==> src/rtl/decode_pkg.sv <==
// Shared decode definitions: RV32I base opcodes, immediate formats and the
// per-lane decoded-instruction record passed from lane_decode to the stage.
package decode_pkg;

  localparam logic [6:0] OPC_LUI    = 7'b0110111;
  localparam logic [6:0] OPC_AUIPC  = 7'b0010111;
  localparam logic [6:0] OPC_JAL    = 7'b1101111;
  localparam logic [6:0] OPC_JALR   = 7'b1100111;
  localparam logic [6:0] OPC_BRANCH = 7'b1100011;
  localparam logic [6:0] OPC_LOAD   = 7'b0000011;
  localparam logic [6:0] OPC_STORE  = 7'b0100011;
  localparam logic [6:0] OPC_OP_IMM = 7'b0010011;
  localparam logic [6:0] OPC_OP     = 7'b0110011;

  typedef enum logic [2:0] {
    IMM_NONE,
    IMM_I,
    IMM_S,
    IMM_B,
    IMM_U,
    IMM_J
  } imm_fmt_e;

  typedef struct packed {
    logic [6:0] opcode;
    logic [2:0] func3;
    logic [6:0] func7;
    logic [4:0] rs1;
    logic [4:0] rs2;
    logic [4:0] rd;
    logic       uses_rs1;
    logic       uses_rs2;
    logic       writes_rd;
    logic       illegal;
    imm_fmt_e   fmt;
  } decoded_t;

  function automatic logic is_legal(input logic [6:0] opcode);
    return opcode inside {OPC_LUI, OPC_AUIPC, OPC_JAL, OPC_JALR, OPC_BRANCH,
                          OPC_LOAD, OPC_STORE, OPC_OP_IMM, OPC_OP};
  endfunction

  // OP and unknown opcodes both carry no immediate.
  function automatic imm_fmt_e imm_format(input logic [6:0] opcode);
    case (opcode)
      OPC_LUI, OPC_AUIPC:               return IMM_U;
      OPC_JAL:                          return IMM_J;
      OPC_JALR, OPC_LOAD, OPC_OP_IMM:   return IMM_I;
      OPC_BRANCH:                       return IMM_B;
      OPC_STORE:                        return IMM_S;
      default:                          return IMM_NONE;
    endcase
  endfunction

endpackage

==> src/rtl/decode_stage_lane.sv <==
// Combinational decode of one 32-bit instruction slot; an invalid lane
// produces an all-zero record so downstream never sees stale fields.
module lane_decode
  import decode_pkg::*;
#(
  parameter int XLEN = 32
) (
  input  logic [31:0]     instr,
  input  logic            lane_valid,
  output decoded_t        dec,
  output logic [XLEN-1:0] imm
);

  logic     legal;
  imm_fmt_e fmt;
  logic     sign;

  always_comb begin
    dec   = '0;
    imm   = '0;
    legal = is_legal(instr[6:0]);
    fmt   = imm_format(instr[6:0]);
    sign  = instr[31];
    if (lane_valid) begin
      dec.opcode    = instr[6:0];
      dec.func3     = instr[14:12];
      dec.func7     = instr[31:25];
      dec.rs1       = instr[19:15];
      dec.rs2       = instr[24:20];
      dec.illegal   = !legal;
      dec.fmt       = fmt;
      dec.uses_rs1  = legal && (instr[6:0] inside {OPC_JALR, OPC_BRANCH, OPC_LOAD,
                                                    OPC_STORE, OPC_OP_IMM, OPC_OP});
      dec.uses_rs2  = legal && (instr[6:0] inside {OPC_BRANCH, OPC_STORE, OPC_OP});
      // x0 is never a real destination, so a zero rd field also clears writes_rd.
      dec.writes_rd = legal && !(instr[6:0] inside {OPC_STORE, OPC_BRANCH})
                      && (instr[11:7] != 5'd0);
      dec.rd        = dec.writes_rd ? instr[11:7] : 5'd0;
      case (fmt)
        IMM_I:   imm = {{(XLEN-11){sign}}, instr[30:20]};
        IMM_S:   imm = {{(XLEN-11){sign}}, instr[30:25], instr[11:7]};
        IMM_B:   imm = {{(XLEN-12){sign}}, instr[7], instr[30:25], instr[11:8], 1'b0};
        IMM_U:   imm = {{(XLEN-31){sign}}, instr[30:12], 12'd0};
        IMM_J:   imm = {{(XLEN-20){sign}}, instr[19:12], instr[20], instr[30:21], 1'b0};
        default: imm = '0;
      endcase
    end
  end

endmodule

==> src/rtl/decode_stage.sv <==
// Multi-lane RV32I decode stage: per-lane combinational decode feeding a
// registered output slot backed by one skid slot.
module decode_stage
  import decode_pkg::*;
#(
  parameter int LANES = 2,
  parameter int XLEN  = 32
) (
  input  logic                  clk,
  input  logic                  rst,
  input  logic                  flush,
  input  logic                  in_valid,
  output logic                  in_ready,
  input  logic [LANES*32-1:0]   in_instr,
  input  logic [LANES-1:0]      in_lane_valid,
  input  logic [XLEN-1:0]       in_pc,
  output logic                  out_valid,
  input  logic                  out_ready,
  output logic [LANES-1:0]      out_lane_valid,
  output logic [LANES*7-1:0]    out_opcode,
  output logic [LANES*3-1:0]    out_func3,
  output logic [LANES*7-1:0]    out_func7,
  output logic [LANES*5-1:0]    out_rs1,
  output logic [LANES*5-1:0]    out_rs2,
  output logic [LANES*5-1:0]    out_rd,
  output logic [LANES*XLEN-1:0] out_imm,
  output logic [LANES*XLEN-1:0] out_pc,
  output logic [LANES-1:0]      out_uses_rs1,
  output logic [LANES-1:0]      out_uses_rs2,
  output logic [LANES-1:0]      out_writes_rd,
  output logic [LANES-1:0]      out_illegal
);

  // Handshake: a bundle moves on either side only in a cycle where valid and
  // ready are both high; out_valid and all out_* hold until out_ready, and
  // in_ready is a pure register (skid empty) with no path from out_ready.

  decoded_t [LANES-1:0]            dec_d, dec_out, dec_skid;
  logic     [LANES-1:0][XLEN-1:0]  imm_d, imm_out, imm_skid;
  logic     [LANES-1:0][XLEN-1:0]  pc_d, pc_out, pc_skid;
  logic     [LANES-1:0]            mask_out, mask_skid;
  logic                            skid_valid;
  logic                            accept;

  assign in_ready = !skid_valid;
  // An all-invalid bundle is consumed but never produces an output.
  assign accept   = in_valid && !skid_valid && (|in_lane_valid);

  for (genvar i = 0; i < LANES; i++) begin : g_lane
    lane_decode #(.XLEN(XLEN)) u_lane (
      .instr      (in_instr[32*i +: 32]),
      .lane_valid (in_lane_valid[i]),
      .dec        (dec_d[i]),
      .imm        (imm_d[i])
    );
    assign pc_d[i] = in_lane_valid[i] ? (in_pc + XLEN'(4 * i)) : '0;

    assign out_opcode[7*i +: 7]       = dec_out[i].opcode;
    assign out_func3[3*i +: 3]        = dec_out[i].func3;
    assign out_func7[7*i +: 7]        = dec_out[i].func7;
    assign out_rs1[5*i +: 5]          = dec_out[i].rs1;
    assign out_rs2[5*i +: 5]          = dec_out[i].rs2;
    assign out_rd[5*i +: 5]           = dec_out[i].rd;
    assign out_uses_rs1[i]            = dec_out[i].uses_rs1;
    assign out_uses_rs2[i]            = dec_out[i].uses_rs2;
    assign out_writes_rd[i]           = dec_out[i].writes_rd;
    assign out_illegal[i]             = dec_out[i].illegal;
    assign out_imm[XLEN*i +: XLEN]    = imm_out[i];
    assign out_pc[XLEN*i +: XLEN]     = pc_out[i];
  end

  assign out_lane_valid = mask_out;

  always_ff @(posedge clk or posedge rst) begin
    if (rst) begin
      out_valid  <= 1'b0;
      skid_valid <= 1'b0;
      dec_out    <= '0;
      imm_out    <= '0;
      pc_out     <= '0;
      mask_out   <= '0;
      dec_skid   <= '0;
      imm_skid   <= '0;
      pc_skid    <= '0;
      mask_skid  <= '0;
    end else if (flush) begin
      out_valid  <= 1'b0;
      skid_valid <= 1'b0;
    end else if (!out_valid || out_ready) begin
      // Output slot is free this edge; the skid slot has priority to keep order.
      if (skid_valid) begin
        dec_out    <= dec_skid;
        imm_out    <= imm_skid;
        pc_out     <= pc_skid;
        mask_out   <= mask_skid;
        out_valid  <= 1'b1;
        skid_valid <= 1'b0;
      end else begin
        out_valid <= accept;
        if (accept) begin
          dec_out  <= dec_d;
          imm_out  <= imm_d;
          pc_out   <= pc_d;
          mask_out <= in_lane_valid;
        end
      end
    end else if (accept) begin
      dec_skid   <= dec_d;
      imm_skid   <= imm_d;
      pc_skid    <= pc_d;
      mask_skid  <= in_lane_valid;
      skid_valid <= 1'b1;
    end
  end

endmodule

==> config.mk <==
export PLATFORM = sky130hd
export DESIGN_NAME = decode_stage
export DESIGN_NICKNAME = d
export VERILOG_FILES = /design/src/rtl/decode_pkg.sv /design/src/rtl/decode_stage_lane.sv /design/src/rtl/decode_stage.sv
export SDC_FILE = /design/constraint.sdc
export NUM_CORES = 1
export LEC_CHECK = 0
export BUFFER_PORTS_ARGS = -buffer_cell sky130_fd_sc_hd__buf_2
export CAP_MARGIN = 25
export CORE_ASPECT_RATIO = 0.8
export CORE_MARGIN = 10
export CORE_UTILIZATION = 55
export CTS_CLUSTER_SIZE = 8
export DETAILED_ROUTE_END_ITERATION = 10
export GPL_TIMING_DRIVEN = 0
export PLACE_DENSITY_LB_ADDON = 0.15
export SYNTH_ARGS = -nofsm -noshare
export SYNTH_HDL_FRONTEND = slang
export SYNTH_HIERARCHICAL = 1
export SYNTH_SLANG_ARGS = --single-unit
==> constraint.sdc <==
create_clock -name clk -period 27.1 [get_ports clk]
set_input_delay 4.065 -clock clk [delete_from_list [all_inputs] [get_ports clk]]
set_output_delay 4.065 -clock clk [all_outputs]
set_load 0.05 [all_outputs]
==> impl_metrics.ini, run 1 <==
[run_status]
status = finished, final reports clean

[synth]
synthesis.area_um2 = 19600
yosys_warnings = 6
syn_inst = 2171
syn_nets = 2275
postSynthAreaPerCell_um2 = 9.01

[sta]
grt_setup_unrepaired = false
hold_ws_ps = 473
setup_tns_ps = 0
hold_violations = 0
finClkSkew_ps = 22.4
layout_setup_ws_ps = 20690
min_period_over_period = 0.237
max_slew.worst_pin.slew_ps = 986
slew_viol_final = 0
min_period_ps = 6410
finalSetupViolations = 0
fmax_mhz = 156
max_slew_margin = 0.343

[setup_path]
cp.arrival_ps = 6930
worstPathRequired_ps = 27610
crit_path_end_kind = register
critPathMaxFanout = 10
crit_type = primary input to register
start_kind = primary input

[floorplanning]
die_w_um = 231
core_area_um2 = 35000
start_util = 0.560
die_h_um = 189
dieArea_um2 = 43600
rows = 61
io_pins = 307

[drt]
wl_per_cell_um = 21.4
routed_via_density = 5.83
ant_nets = 0
via_count = 17500
drt_iter0_drc = 1639
wl_mm = 64.4
remaining_drc_errors = 0
firstDrtPassIters = 6

[placement]
port_buffers = 297
preCtsSetupSlack_ps = 20230
dp_hpwl_mm = 47.8
gp_congestion = 0.959
placed_area_um2 = 21700

[grt]
grt.total_usage = 0.290
grt_pass1_wl_mm = 100
grt_pass1_vias = 17300
grt_antenna_before_repair = 7
overflow = 0
grt_max_degree = 128

[flow_run]
drv_cap = 0

[power_and_ir_drop]
power_leakage_uw = 0.0110
powerDensity_nw_per_um2 = 79.4
peakVddDrop_uv = 61.3

[cts]
root_buffer = clkbuf_16
cts_hold_buf = 0
cts_sinks = 406
h-tree-depth = 2
cts_buffers = 56
cts_resized = 0
cts_tree = built
cts_buffer_depth = 3
cts_setup_buffers = 0
clock_latency_ps = 590
clk_pin_slew_worst_paths_ps = 50

[worst_hold_path]
hold_class = register to register

[finish]
drive_gt1_frac = 0.202
nets = 2633
nFillCells = 2966
final_cell_area_um2 = 23200
area_delta_synth_final_pct = 18.6
cell type report:
type / instances / area (um2) / share of cell area
antenna: 4 / 10.0 / 0.000432
buffer: 148 / 722 / 0.0311
clock buffer: 58 / 1440 / 0.0621
clock inverter: 2 / 17.5 / 0.000755
inverter: 21 / 86.3 / 0.00372
multi-input combinational: 1596 / 8600 / 0.371
sequential: 406 / 10200 / 0.438
tap: 472 / 591 / 0.0255
timing repair buffer: 300 / 1570 / 0.0676
state kept, by name, summed over array words and instances (netlist names):
name and cells:
dec_skid 72, imm_skid 64, out_imm 64, out_pc 64, pc_skid 64, out_func7 14, out_opcode 14, out_rd 10
out_rs1 10, out_rs2 10, out_func3 6, mask_skid 2, out_illegal 2, out_lane_valid 2, out_uses_rs1 2, out_uses_rs2 2
out_writes_rd 2, out_valid 1, skid_valid 1
placed cells by master (no fill, tap or decap), types with 6 or more instances in the layout:
cell	n
a21oi_2	18
inv_1	20
a21oi_1	233
nand3_1	23
and3_1	21
dfrtp_1	406
buf_4	6
nor3_1	10
nor2b_1	9
o211ai_1	7
nor2_1	244
nand2b_1	9
clkbuf_1	41
a22oi_1	24
nand2_1	573
clkbuf_16	57
buf_2	382
mux2i_1	139
o22ai_1	7
o21ai_0	64
xor2_1	12
and2_1	68
o21ai_1	8
and4_1	6
buf_1	11
xnor2_1	11
nand4_1	14
final timing paths:
kind                                     startpoint                        to  slack [ps]  cells after the start
max reg2reg                   out_valid$_DFFE_PP0N_  imm_skid[30]$_DFFE_PP0P_       24390                      6
min                        dec_skid[46]$_DFFE_PP0P_  dec_skid[46]$_DFFE_PP0P_         470                      2
min reg2reg                dec_skid[46]$_DFFE_PP0P_  dec_skid[46]$_DFFE_PP0P_         470                      2
max                                in_lane_valid[0]  imm_skid[30]$_DFFE_PP0P_       20690                      8
max in group asynchronous                       rst  imm_skid[26]$_DFFE_PP0P_       22120                      4
min in group asynchronous                       rst    out_pc[22]$_DFFE_PP0P_        3630                      2
metrics by stage:
stage,total power (uW),utilization,cells
finish,1840,0.664,3007
global route,1920,0.663,3006
CTS,1850,0.663,3003
detailed placement,1230,0.622,2943
global placement,1220,0.619,2940
floorplan,1090,-,2171
power by group:
group	internal [uW]	switching, uW
Clock	368	250
Combinational	108	363
Sequential	700	53.2
routing by layer:
metal | up-vias | share of wire | track usage
li1 | 7958 | - | -
met1 | 8665 | 0.43 | 0.402
met2 | 759 | 0.45 | 0.446
met3 | 129 | 0.090 | 0.0668
met4 | 8 | 0.029 | 0.0861
met5 | - | 0.00070 | 0
critical path: stages:
cell	delay [ps]
buf_2	290
buf_2	340
o21ai_1	190
nor4_2	720
clkbuf_1	740
buf_2	400
nand2_1	90
nand2_1	80
(Power assumes the default switching activity.)
==> run 2: changes to the inputs <==
- clock period: 27.1 -> 6.6 ns (I/O delays scaled with it)
==> run 2 against run 1 <==
Effect of this change: worst hold slack worse by 4.5 ps; critical path depth stayed put; sequential power grew to 4.1 times the previous value; combinational power grew to 4.1 times the previous value; sequential share of layout area is 0.21 points lower; first-iteration DRC count is 2.6% lower; register-to-register slack worse by 20000 ps; clock power grew to 4.1 times the previous value; utilization is 0.31 points higher; die area stayed put.
==> impl_metrics.ini, run 2 (synthesis results as in run 1) <==
[floorplanning]
rows = 61
start_util = 0.560
die_h_um = 189
core_area_um2 = 35000
dieArea_um2 = 43600
die_w_um = 231
io_pins = 307

[grt]
grt_pass1_vias = 17300
grt_antenna_before_repair = 6
overflow = 0
grt_max_degree = 42
grt_pass1_wl_mm = 99.6
grt.total_usage = 0.290

[setup_path]
cp.arrival_ps = 3800
crit_start = in_lane_valid[0]
reg2reg_from = out_valid$_DFFE_PP0N_
worstPathRequired_ps = 7110
r2r_slack_ps = 3940
crit_path_top_delay_cell = clkbuf_1
critPathMaxFanout = 10
cp_num_buf_inv = 4
crit_type = primary input to register
start_kind = primary input
cp_slowest_stage_delay_ps = 730
crit_path_end_kind = register
path_delay_family = buffers and inverters
worst_path_most_repeated_cell = buf_2
crit_chain = buf_2 -> buf_2 -> o21ai_1 -> nor4_2 -> clkbuf_1 -> buf_2 -> nand2_1 -> nand2_1

[sta]
max_slew_margin = 0.294
grt_setup_unrepaired = false
hold_violations = 0
hold_ws_ps = 469
slew_viol_final = 0
finalSetupViolations = 0
min_period_ps = 3290
max_slew.worst_pin.slew_ps = 1060
layout_setup_ws_ps = 3310
fmax_mhz = 304
min_period_over_period = 0.498
setup_tns_ps = 0
finClkSkew_ps = 14.3

[drt]
drt_iter0_drc = 1597
firstDrtPassIters = 6
wl_mm = 63.8
ant_nets = 0
routed_via_density = 5.76
wl_per_cell_um = 21.2
via_count = 17400
remaining_drc_errors = 0

[finish]
final_common_cell = nand2_1
final_cell_mix = 573 x nand2_1, 406 x dfrtp_1, 382 x buf_2
drive_gt1_frac = 0.203
top_register = dec_skid
utilization = 0.667
area_delta_synth_final_pct = 19.1
largest_reg_flops = 72
nets = 2641
nFillCells = 2953

[placement]
preCtsSetupSlack_ps = 2790
dp_hpwl_mm = 48.4
port_buffers = 297
gp_congestion = 0.936

[cts]
cts_tree = built
cts_buffers = 56
cts_setup_buffers = 0
clock_latency_ps = 580
clk_pin_slew_worst_paths_ps = 50
cts_sinks = 406
cts_resized = 0
root_buffer = clkbuf_16
cts_hold_buf = 0
cts_buffer_depth = 3
h-tree-depth = 2

[power_and_ir_drop]
p_sw_frac = 0.360
peakVddDrop_uv = 224
clkPwrFrac = 0.333
seqPwrFrac = 0.410
power_switching_uw = 2710
intPower_uw = 4820
powerDensity_nw_per_um2 = 323
power_uw = 7540
power_leakage_uw = 0.0111
p_comb_frac = 0.257

[flow_run]
drv_cap = 0

[run_status]
status = finished, final reports clean

[worst_hold_path]
hold_class = register to register
worstHoldStart = pc_skid[43]$_DFFE_PP0P_
## run 2: cell types whose count changed in the layout (fill, tap and decap cells not counted), sizes merged
cell,change
buf,+8
clkbuf,+1
clkinvlp,+1
inv,-3
## run 2: per-layer routing
metal  part of all wire  up-vias  GRT usage
li1                   -     7972          -
met1               0.43     8495      0.393
met2               0.44      748      0.436
met3              0.094      147     0.0791
met4              0.036        4      0.109
met5            0.00041        -          0
## run 2: final cells by class
cell class | count | area, um2 | share of cell area
multi-input combinational | 1596 | 8600 | 0.369
inverter | 21 | 82.6 | 0.00354
tap | 472 | 591 | 0.0253
clock buffer | 59 | 1430 | 0.0615
timing repair buffer | 308 | 1710 | 0.0732
buffer | 148 | 722 | 0.0310
antenna | 4 | 10.0 | 0.000430
sequential | 406 | 10200 | 0.436
## run 2: power by group through the flow
stage	Sequential [uW]	Clock (uW)	Combinational [uW]
6_report	3090	2510	1940
4_1_cts	3090	2540	1950
2_1_floorplan	3950	0	528
3_3_place_gp	3110	0	1900
3_5_place_dp	3120	0	1940
5_1_grt	3130	2650	2070
## run 2: final timing paths
check,endpoint,depth (start not counted)
hold reg to reg,pc_skid[43]$_DFFE_PP0P_,2
hold / removal,pc_skid[43]$_DFFE_PP0P_,2
setup reg to reg,dec_skid[46]$_DFFE_PP0P_,6
setup / recovery,dec_skid[46]$_DFFE_PP0P_,8
max in group asynchronous,imm_skid[6]$_DFFE_PP0P_,6
min in group asynchronous,out_pc[24]$_DFFE_PP0P_,2
## run 2: per-stage QoR
step | area (um2) | std cells
6_report | 23300 | 3014
5_1_grt | 23300 | 3013
4_1_cts | 23300 | 3010
3_5_place_dp | 21900 | 2951
3_3_place_gp | 21600 | 2940
2_1_floorplan | 19600 | 2171
## run 2: worst min-delay path, stage by stage, from the launching register on
cell     delay, ps
dfrtp_1        330
nand2_1         50
o31ai_1         50
==> run 3: changes to the inputs <==
- ABC_AREA: default -> 1
- clock period: 6.6 -> 3.1 ns (I/O delays scaled with it)
==> run 3 against run 2 <==
Effect of this change: combinational power is 52% higher; largest power group unchanged; largest cell class unchanged; critical endpoint is now in_ready; critical path depth decreased by 3; total power rose by 95%; cell area increased by 3.2%; final cell count increased by 17%; register-to-register slack worse by 3200 ps; clock skew is 3.3 ps higher; synthesized cell count grew 23%; count of clock-buffer cells in the layout did not move; routed wire length is 9.2% higher.
==> impl_metrics.ini, run 3 <==
[sta]
grt_setup_unrepaired = false
min_period_ps = 2720
setup_tns_ps = 0
hold_violations = 0
min_period_over_period = 0.877
fmax_mhz = 368
max_slew.worst_pin.slew_ps = 708
max_slew_margin = 0.528
finClkSkew_ps = 17.6
slew_viol_final = 0
layout_setup_ws_ps = 380
finalSetupViolations = 0

[cts]
clock_latency_ps = 590
cts_setup_buffers = 0
root_buffer = clkbuf_16
cts_tree = built
cts_buffer_depth = 3
cts_buffers = 56
clk_pin_slew_worst_paths_ps = 50
cts_sinks = 406
cts_resized = 0
h-tree-depth = 2

[grt]
grt_pass1_vias = 19300
grt_pass1_wl_mm = 108
grt_antenna_before_repair = 5
grt_max_degree = 44
overflow = 0
grt.total_usage = 0.308

[setup_path]
worstPathRequired_ps = 2630
start_kind = register
cp.arrival_ps = 2250
critPathMaxFanout = 19
crit_start = skid_valid$_DFFE_PP0P_
reg2reg_from = skid_valid$_DFFE_PP0P_
crit_type = register to primary output
crit_path_end_kind = primary output

[drt]
met1Wirelength_mm = 30.3
remaining_drc_errors = 0
firstDrtPassIters = 6
ant_nets = 0
met2_length_mm = 31.5
route.met3.wl_mm = 5.86
via_count = 19800
drt_iter0_drc = 1991
highest_layer = met5
routed_via_density = 5.61
wl_mm = 69.7
wl_per_cell_um = 19.7

[power_and_ir_drop]
powerDensity_nw_per_um2 = 611
power_leakage_uw = 0.0132
peakVddDrop_uv = 501

[finish]
top_register = dec_skid
area_delta_synth_final_pct = 19.1
nets = 3159
final_common_cell = nand2_1
final_cell_mix = 862 x nand2_1, 406 x dfrtp_1, 379 x o21ai_0
stdcell_count = 3539
largest_reg_flops = 72
drive_gt1_frac = 0.167

[synth]
synthesis.area_um2 = 20200
syn_nets = 2784
postSynthAreaPerCell_um2 = 7.54
syn_inst = 2680
yosys_warnings = 6

[worst_hold_path]
worstHoldStart = out_ready
hold_class = primary input to register

[run_status]
status = finished, final reports clean

[floorplanning]
core_area_um2 = 36100
die_w_um = 234
io_pins = 307
start_util = 0.560
rows = 62
dieArea_um2 = 44800
die_h_um = 191

[placement]
dp.cells = 3477
preCtsSetupSlack_ps = 576
gp_congestion = 0.955
port_buffers = 306
dp_hpwl_mm = 52.5

[flow_run]
drv_cap = 0
## run 3: critical path, cell delays in order, from the launching register on
cell and delay, ps:
dfrtp_1 380, buf_4 190, inv_2 70, buf_4 210
buf_2 440, buf_2 360
## run 3: repair_timing
| item | CTS | global route |
|---|---|---|
| endpoints found under the setup margin | 0 | 1 |
| hold endpoints to repair | 10 | 0 |
| hold buffers | 1 | 0 |
## run 3: final timing paths
| kind | endpoint | slack [ps] | depth (start not counted) |
|---|---|---|---|
| worst max register to register | out_imm[3]$_DFFE_PP0P_ | 700 | 8 |
| worst min-delay path | skid_valid$_DFFE_PP0P_ | 130 | 4 |
| min in group asynchronous | imm_skid[17]$_DFFE_PP0P_ | 470 | 3 |
| worst min register to register | out_rd[5]$_DFFE_PP0P_ | 480 | 2 |
| max in group asynchronous | out_imm[35]$_DFFE_PP0P_ | 1270 | 7 |
| worst max-delay path | in_ready | 380 | 5 |
## run 3: power by group
group / total [uW] / switching [uW] / internal (uW)
clock: 5470 / 2200 / 3270
combinational: 2950 / 2240 / 711
sequential: 6270 / 352 / 5920
total: 14700 / 4800 / 9890
## run 3: metrics by stage
step	utilization	hold slack [ps]	power [uW]	cell area (um2)
global route	0.667	163	15300	24000
global placement	0.619	460	9160	22300
detailed placement	0.625	460	9270	22600
finish	0.667	132	14700	24000
CTS	0.667	118	14700	24000
floorplan	-	442	8310	20200
## run 3: layout make-up
class                           count  area [um2]
Multi-Input combinational cell   1842        8140
Clock buffer                       59        1470
Sequential cell                   406       10200
Timing Repair Buffer              318        1760
Tap cell                          480         601
Buffer                            162         885
Clock inverter                      1        16.3
Inverter                          269        1020
Antenna cell                        2        5.00
Fill cell                        3202       12000
## run 3: routing by layer
layer,vias to the layer above,global-route usage
li1,9208,-
met1,9658,0.436
met2,836,0.476
met3,132,0.0588
met4,6,0.0889
met5,-,0
